### config.mk
export PLATFORM = sky130hd
export DESIGN_NAME = vw_chunk_sequencer_flat
export DESIGN_NICKNAME = d
export VERILOG_FILES = /design/src/rtl/vw_chunk_sequencer_if.sv /design/src/rtl/vw_chunk_sequencer.sv /design/src/flat_wrapper.sv
export SDC_FILE = /design/constraint.sdc
export NUM_CORES = 1
export LEC_CHECK = 0
export ABC_AREA = 1
export ABC_CLOCK_PERIOD_IN_PS = 2100
export CORE_AREA = 2 2 196 198
export DETAILED_ROUTE_END_ITERATION = 8
export DIE_AREA = 0 0 198 200
export GPL_TIMING_DRIVEN = 0
export SLEW_MARGIN = 20
export SYNTH_ARGS = -nofsm -noshare
export SYNTH_HDL_FRONTEND = slang
export SYNTH_SLANG_ARGS = --single-unit
export TNS_END_PERCENT = 100
### constraint.sdc
create_clock -name clk_in -period 2.1 [get_ports clk_in]
set_clock_uncertainty 0.15 [all_clocks]
set_input_delay 0.315 -clock clk_in [delete_from_list [all_inputs] [get_ports clk_in]]
set_output_delay 0.315 -clock clk_in [all_outputs]
set_load 0.05 [all_outputs]
### src/rtl/vw_chunk_sequencer_if.sv
// rtl/vw_chunk_sequencer_if.sv - upstream, matmul and downstream signals of the chunk sequencer
interface vw_chunk_sequencer_if #(
  parameter int NBits       = 8,
  parameter int WorkingRegs = 4
);
  // upstream element stream
  logic                         in_valid;
  logic                         in_ready;
  logic [NBits-1:0]             in_elem;
  // matmul side
  logic                         mm_in_data_ready;
  logic [WorkingRegs*NBits-1:0] mm_in_data;
  logic                         mm_req_chunk_in;
  logic                         mm_req_chunk_ptr_rst;
  logic                         mm_req_chunk_out;
  logic [NBits-1:0]             mm_write_out_data;
  logic                         mm_out_vector_valid;
  // downstream element stream
  logic                         out_valid;
  logic                         out_ready;
  logic [NBits-1:0]             out_elem;
  logic                         out_last;

  // sequencer side
  modport master (
    input  in_valid, in_elem,
    output in_ready,
    output mm_in_data_ready, mm_in_data,
    input  mm_req_chunk_in, mm_req_chunk_ptr_rst, mm_req_chunk_out,
    input  mm_write_out_data, mm_out_vector_valid,
    output out_valid, out_elem, out_last,
    input  out_ready
  );

  // upstream source, matmul and downstream sink side
  modport slave (
    output in_valid, in_elem,
    input  in_ready,
    input  mm_in_data_ready, mm_in_data,
    output mm_req_chunk_in, mm_req_chunk_ptr_rst, mm_req_chunk_out,
    output mm_write_out_data, mm_out_vector_valid,
    input  out_valid, out_elem, out_last,
    output out_ready
  );
endinterface

### src/rtl/vw_chunk_sequencer.sv
// rtl/vw_chunk_sequencer.sv - collects an input vector, serves it in chunks to a matmul, replays its output
module vw_chunk_sequencer #(
  parameter int InVecLength   = 16,
  parameter int OutVecLength  = 8,
  parameter int WorkingRegs   = 4,
  parameter int NBits         = 8,
  parameter int TimeoutCycles = 4096
) (
  input  logic                   clk_in,
  input  logic                   rst_in,
  vw_chunk_sequencer_if.master   bus,
  output logic                   busy,
  output logic                   err
);

  localparam int NChunks = InVecLength / WorkingRegs;
  localparam int FW = (InVecLength > 1) ? $clog2(InVecLength) : 1;
  localparam int CW = (NChunks > 1) ? $clog2(NChunks) : 1;
  localparam int OW = $clog2(OutVecLength + 1);
  localparam int RW = (OutVecLength > 1) ? $clog2(OutVecLength) : 1;
  localparam int TW = (TimeoutCycles > 1) ? $clog2(TimeoutCycles) : 1;

  localparam logic [FW-1:0] FillLast  = FW'(InVecLength - 1);
  localparam logic [CW-1:0] ChunkLast = CW'(NChunks - 1);
  localparam logic [OW-1:0] OutFull   = OW'(OutVecLength);
  localparam logic [RW-1:0] RdLast    = RW'(OutVecLength - 1);
  localparam logic [TW-1:0] RunLast   = TW'(TimeoutCycles - 1);

  localparam logic [1:0] S_FILL  = 2'd0;
  localparam logic [1:0] S_START = 2'd1;
  localparam logic [1:0] S_RUN   = 2'd2;
  localparam logic [1:0] S_DRAIN = 2'd3;

  logic [1:0]                          r_state;
  logic [InVecLength-1:0][NBits-1:0]   r_buf;
  logic [OutVecLength-1:0][NBits-1:0]  r_obuf;
  logic [FW-1:0]                       r_fill_cnt;
  logic [CW-1:0]                       r_chunk_ptr;
  logic [OW-1:0]                       r_out_wr_ptr;
  logic [RW-1:0]                       r_out_rd_ptr;
  logic [TW-1:0]                       r_run_cnt;
  logic                                r_err;

  logic [FW-1:0] w_chunk_base;
  logic [RW-1:0] w_wr_idx;
  logic          w_wr_full;
  logic          w_wr_take;
  logic [OW-1:0] w_post_cnt;

  assign w_chunk_base = FW'(int'(r_chunk_ptr) * WorkingRegs);
  assign w_wr_idx     = r_out_wr_ptr[RW-1:0];
  assign w_wr_full    = (r_out_wr_ptr == OutFull);
  assign w_wr_take    = bus.mm_req_chunk_out & ~w_wr_full;
  // number of output entries written once this cycle's strobe lands
  assign w_post_cnt   = r_out_wr_ptr + OW'(w_wr_take);

  assign bus.in_ready         = (r_state == S_FILL);
  assign bus.mm_in_data_ready = (r_state == S_START);
  assign bus.mm_in_data       = r_buf[w_chunk_base +: WorkingRegs];
  assign bus.out_valid        = (r_state == S_DRAIN);
  assign bus.out_elem         = r_obuf[r_out_rd_ptr];
  assign bus.out_last         = (r_state == S_DRAIN) && (r_out_rd_ptr == RdLast);
  assign busy                 = (r_state != S_FILL);
  assign err                  = r_err;

  // state machine with input buffer fill, chunk pointer, output capture, watchdog and drain
  always_ff @(posedge clk_in or negedge rst_in) begin
    if (!rst_in) begin
      r_state      <= S_FILL;
      r_buf        <= '0;
      r_obuf       <= '0;
      r_fill_cnt   <= '0;
      r_chunk_ptr  <= '0;
      r_out_wr_ptr <= '0;
      r_out_rd_ptr <= '0;
      r_run_cnt    <= '0;
      r_err        <= 1'b0;
    end else begin
      case (r_state)
        S_FILL: begin
          if (bus.in_valid) begin
            r_buf[r_fill_cnt] <= bus.in_elem;
            if (r_fill_cnt == FillLast) begin
              r_fill_cnt   <= '0;
              r_chunk_ptr  <= '0;
              r_out_wr_ptr <= '0;
              r_state      <= S_START;
            end else begin
              r_fill_cnt <= r_fill_cnt + FW'(1);
            end
          end
        end
        S_START: begin
          // output entries the matmul never writes must read back as 0
          r_obuf    <= '0;
          r_run_cnt <= '0;
          r_state   <= S_RUN;
        end
        S_RUN: begin
          // rewind wins over advance
          if (bus.mm_req_chunk_ptr_rst) begin
            r_chunk_ptr <= '0;
          end else if (bus.mm_req_chunk_in) begin
            r_chunk_ptr <= (r_chunk_ptr == ChunkLast) ? '0 : r_chunk_ptr + CW'(1);
          end
          if (w_wr_take) begin
            r_obuf[w_wr_idx] <= bus.mm_write_out_data;
            r_out_wr_ptr     <= r_out_wr_ptr + OW'(1);
          end else if (bus.mm_req_chunk_out) begin
            r_err <= 1'b1;
          end
          if (bus.mm_out_vector_valid) begin
            if (w_post_cnt != OutFull) begin
              r_err <= 1'b1;
            end
            r_out_rd_ptr <= '0;
            r_state      <= S_DRAIN;
          end else if (r_run_cnt == RunLast) begin
            r_err      <= 1'b1;
            r_buf      <= '0;
            r_fill_cnt <= '0;
            r_state    <= S_FILL;
          end else begin
            r_run_cnt <= r_run_cnt + TW'(1);
          end
        end
        default: begin
          if (bus.out_ready) begin
            if (r_out_rd_ptr == RdLast) begin
              r_state <= S_FILL;
            end else begin
              r_out_rd_ptr <= r_out_rd_ptr + RW'(1);
            end
          end
        end
      endcase
    end
  end

endmodule

### src/flat_wrapper.sv
// flat-port wrapper written by rule: the top's interface ports become plain ports
module vw_chunk_sequencer_flat 
#(
  parameter int InVecLength   = 16,
  parameter int OutVecLength  = 8,
  parameter int WorkingRegs   = 4,
  parameter int NBits         = 8,
  parameter int TimeoutCycles = 4096
)
  (clk_in, rst_in, busy, err, bus_in_valid, bus_in_elem, bus_in_ready, bus_mm_in_data_ready, bus_mm_in_data, bus_mm_req_chunk_in, bus_mm_req_chunk_ptr_rst, bus_mm_req_chunk_out, bus_mm_write_out_data, bus_mm_out_vector_valid, bus_out_valid, bus_out_elem, bus_out_last, bus_out_ready);
  vw_chunk_sequencer_if #(.NBits(NBits), .WorkingRegs(WorkingRegs)) bus_i ();
  input  logic clk_in;
  input  logic rst_in;
  output logic busy;
  output logic err;
  input wire logic [$bits(bus_i.in_valid)-1:0] bus_in_valid;
  input wire logic [$bits(bus_i.in_elem)-1:0] bus_in_elem;
  output wire logic [$bits(bus_i.in_ready)-1:0] bus_in_ready;
  output wire logic [$bits(bus_i.mm_in_data_ready)-1:0] bus_mm_in_data_ready;
  output wire logic [$bits(bus_i.mm_in_data)-1:0] bus_mm_in_data;
  input wire logic [$bits(bus_i.mm_req_chunk_in)-1:0] bus_mm_req_chunk_in;
  input wire logic [$bits(bus_i.mm_req_chunk_ptr_rst)-1:0] bus_mm_req_chunk_ptr_rst;
  input wire logic [$bits(bus_i.mm_req_chunk_out)-1:0] bus_mm_req_chunk_out;
  input wire logic [$bits(bus_i.mm_write_out_data)-1:0] bus_mm_write_out_data;
  input wire logic [$bits(bus_i.mm_out_vector_valid)-1:0] bus_mm_out_vector_valid;
  output wire logic [$bits(bus_i.out_valid)-1:0] bus_out_valid;
  output wire logic [$bits(bus_i.out_elem)-1:0] bus_out_elem;
  output wire logic [$bits(bus_i.out_last)-1:0] bus_out_last;
  input wire logic [$bits(bus_i.out_ready)-1:0] bus_out_ready;
  assign bus_i.in_valid = bus_in_valid;
  assign bus_i.in_elem = bus_in_elem;
  assign bus_in_ready = bus_i.in_ready;
  assign bus_mm_in_data_ready = bus_i.mm_in_data_ready;
  assign bus_mm_in_data = bus_i.mm_in_data;
  assign bus_i.mm_req_chunk_in = bus_mm_req_chunk_in;
  assign bus_i.mm_req_chunk_ptr_rst = bus_mm_req_chunk_ptr_rst;
  assign bus_i.mm_req_chunk_out = bus_mm_req_chunk_out;
  assign bus_i.mm_write_out_data = bus_mm_write_out_data;
  assign bus_i.mm_out_vector_valid = bus_mm_out_vector_valid;
  assign bus_out_valid = bus_i.out_valid;
  assign bus_out_elem = bus_i.out_elem;
  assign bus_out_last = bus_i.out_last;
  assign bus_i.out_ready = bus_out_ready;
  vw_chunk_sequencer #(.InVecLength(InVecLength), .OutVecLength(OutVecLength), .WorkingRegs(WorkingRegs), .NBits(NBits), .TimeoutCycles(TimeoutCycles)) u_core (.clk_in(clk_in), .rst_in(rst_in), .bus(bus_i), .busy(busy), .err(err));
endmodule
==> summary.md <==
The highest net fanout along the worst path came out at 6. The run gives 98 as the largest net degree at the start of global routing. Summing the areas of all fa, ha and maj instances in the mapped netlist gives 1.35% of the synthesized area.

In the final layout, the multi-input gates occupy 6030 um2. The final critical path takes up 116% of the cycle. The maximum frequency from static timing analysis came out at 0.410 GHz. After layout, the design draws a total of 23.6 mW. The global-route wire length before repair was 62000 um; the actual slew at the worst max-slew pin was 0.639 ns.

Counting distinct cell types in the post-synthesis netlist gives 25. In the global route stage, overall resource usage came out at 20.5%. Static leakage: 7.31 nW. No sink is reached through more buffers than the 3 on the longest clock path. The library cell used most frequently in the layout, excluding fill and tap cells, is sky130_fd_sc_hd__nand2_1.

For this design, the sink count on the clock tree is 220. Setup violations remaining at the end of the flow were counted as 41. The final layout contains 1582 nets. The run gives 49.6% as the sequential cell area fraction in the yosys report. Of the cells placed in the final design, the portion with a size suffix greater than 1 is 25.2%. The path class of the tightest hold or removal check is primary input to async pin.

The largest single stage delay on the critical path is 0.43 ns. The tools report the depth of the CTS H-tree as 1. Nature of the critical path endpoint: a primary output.

Setup repair after global routing could not meet its margin everywhere. The estimated wirelength of the detail-placed design is 26600 um. The synthesized netlist devotes 11.6% of its cell area to compound gates.

The run gives 1.97 ns as the data arrival time of the critical path. The final critical-path setup slack is -0.337 ns, and the multiplexer fraction of the synthesized cell area is 0%. During synthesis, Yosys emitted a total of 0 warnings.

In this run the vertical extent of the chip is 200 um. The simple-gate share of the synthesized area works out to 30.7%. The detail route stage leaves a number of antenna-violating nets equal to 0.

0 antenna diodes ended up in the layout. The setup slack after placement was -1.37 ns. For this run the aggregate overflow at the end of global routing stands at 0. In this run, synthesis inferred 0 flip-flops with an integrated enable. Per-cell routed wire length: 19.3 um. The maximum VDD drop is 1.40 mV. Ranked by total cell area, the synthesized netlist is headed by sky130_fd_sc_hd__dfrtp_1 50%, sky130_fd_sc_hd__nand2_1 15%, sky130_fd_sc_hd__o21ai_0 7.9%. The tools report the number of DRC markers after the initial detailed-route iteration as 1065.

From synthesis to final layout, the design area changed by 38.6%. Registers take 5510 um2. Count of unresolved DRC violations after routing: 0.

The library cells used most frequently in the layout, excluding fill and tap cells, are 419 x sky130_fd_sc_hd__nand2_1, 215 x sky130_fd_sc_hd__dfrtp_1, 135 x sky130_fd_sc_hd__nand4_1. TritonCTS built the clock tree. Of all cell types, the one taking the most synthesized area is sky130_fd_sc_hd__dfrtp_1.

The share of synthesized area in the top cell type comes to 49.6%. For the final routed database, the setup TNS stands at -11.10 ns. Number of placement rows: 71.

The number of max-slew violations in the final report was 0; the fraction of synthesized cell area in xor and xnor cells was 0.553%. The critical path in this run is classified as flip-flop to primary output. Across all layers, the routed design uses 10900 vias.

The largest individual stage delay along the critical path comes from the cell sky130_fd_sc_hd__dfrtp_1. The overall die width was 198 um; the effective utilization at floorplan was 29.7%. The die covers 39600 um2. Measured against its own limit, the worst slew margin works out to 57.1%. The share of async-settable or async-resettable flops after synthesis was 100%; the filler cell count in the final layout was 3690. Clock-pin slew was measured on the worst setup and hold paths at 0.06 ns. The synthesized area divided by synthesized cell count was 7.86 um2. Synthesis handed over a netlist of 1411 instances. The number of top-level pins came out at 70. The initial antenna violation count is 0.

The tool flagged a number of max-cap violations equal to 0. The tools report the insertion delay of the later-clocked pin in the worst-skew pair as 0.54 ns. Port buffering added 69 buffers.

The routed design has 40100 um of wire. Main combinational cell family by area after synthesis: simple AND/OR/NAND/NOR gates. The synthesis-stage register bit count is 220, and the power density over the cells is 1540 nW/um2.

The clock root buffer master was sky130_fd_sc_hd__clkbuf_16. The first detailed-routing pass ran for 5 iterations. At the end of routability-driven placement, the weighted congestion stood at 0.940. Using the TritonRoute via totals, the vias-per-cell ratio works out to 5.25. Tracing the worst setup path back leads to its startpoint at u_core.r_chunk_ptr[0]. The checks that failed: setup timing. The run finished, with violations left. STA puts the critical path data required time at 1.63 ns.

Number of nets produced by synthesis: 1447. TritonCTS created 24 clock buffers. Time the worst path needs with I/O delays and setup: 2.44 ns. The critical path goes through buf_8 -> inv_8 -> clkbuf_16 -> clkbuf_16 -> nor2_2 -> o22ai_4 -> buf_6. The run gives 11100 um2 as the summed instance area of the synthesized netlist. For this run, the leading register cell type out of synthesis is sky130_fd_sc_hd__dfrtp_1.

Measured in cells, the most critical reg-to-reg path has a length of 7. The library cell appearing most often on the critical path is sky130_fd_sc_hd__clkbuf_16. Via count of the first global-routing pass: 10800. For the final hold violation count, the log shows 0. The worst register-to-register path begins at u_core.r_state[0]. The placeable core region came out at 37400 um2. The worst setup path is launched from a flip-flop.
power breakdown:
| group | leakage (nW) | internal [mW] | switching [mW] |
|---|---|---|---|
| logic | 3.86 | 4.57 | 8.76 |
| clock network | 0.435 | 2.89 | 1.83 |
| registers | 3.02 | 5.02 | 0.571 |
| total | 7.31 | 12.5 | 11.2 |
timing repair:
item	4_1_cts	5_1_grt
endpoints found under the hold margin	63	0
pin swaps	28	19
setup buffers	20	7
endpoints found under the setup margin	256	241
cloned	11	0
gates resized for setup	637	108
hold buffers	1	0
final timing paths:
kind | to | slack [ns]
max in group asynchronous | u_core.r_buf[22] | 0.76
worst max-delay path | bus_mm_in_data[8] | -0.34
worst max register to register | u_core.r_buf[30] | 0.08
min in group clk_in | u_core.r_obuf[59] | 0.24
worst min register to register | u_core.r_buf[22] | 0.32
worst min-delay path | u_core.r_buf[59] | 0.17
kinds of logic (layout without fill, tap and decap cells):
logic type | count (synthesis) | count (layout)
AND/OR/NAND/NOR | 772 | 773
AO/OA/AOI/OAI | 244 | 244
flip-flops | 220 | 220
buffers and inverters | 156 | 308
adder cells (fa/ha/maj) | 12 | 12
XOR/XNOR | 7 | 7
metrics by stage:
step                      hold WS, ns  utilization (%)  cell area [um2]  std cells
after floorplan                -0.131                -            11500       1411
after global placement          0.298             34.3            12800       1991
after detailed placement        0.162             34.5            12900       1993
after CTS                       0.209             40.1            15000       2069
after global routing            0.242             41.1            15400       2075
final                           0.173             41.1            15400       2075
cell usage after synthesis (all sizes together), types with 12 or more instances:
master  instances
nand2         441
clkbuf         40
dfrtp         220
ha             12
o21ai         174
o22ai          51
buf            40
nor2          129
inv            73
nand3          59
nand4         135
a21oi          18
flip-flops by register name, summed over array words and instances, names as in the netlist:
register             count
u_core.err               1
u_core.r_buf           128
u_core.r_chunk_ptr       2
u_core.r_fill_cnt        4
u_core.r_obuf           64
u_core.r_out_rd_ptr      3
u_core.r_out_wr_ptr      4
u_core.r_run_cnt        12
u_core.r_state           2
metal layers:
metal	up-vias	share of wire (%)	global-route usage [%]
li1	5067	-	-
met1	5269	43	27.5
met2	456	46	33.8
met3	99	7.2	2.97
met4	0	3.7	7.30
met5	-	0	0
area by class of cell:
cell class | count | share of cell area (%)
Inverter | 76 | 2.06
Multi-Input combinational cell | 1036 | 39.2
Tap cell | 511 | 4.16
Sequential cell | 220 | 35.9
Clock inverter | 13 | 1.24
Clock buffer | 31 | 4.41
Buffer | 79 | 5.07
Timing Repair Buffer | 109 | 7.96
worst max-delay path: cells and delay by family, from the launching register on:
| family | cells | cell delay [ns] |
|---|---|---|
| buf+inv | 5 | 0.75 |
| flops | 1 | 0.43 |
| compound gates | 1 | 0.19 |
| simple gates | 1 | 0.05 |
No activity file was read; power rests on OpenSTA's default activity.
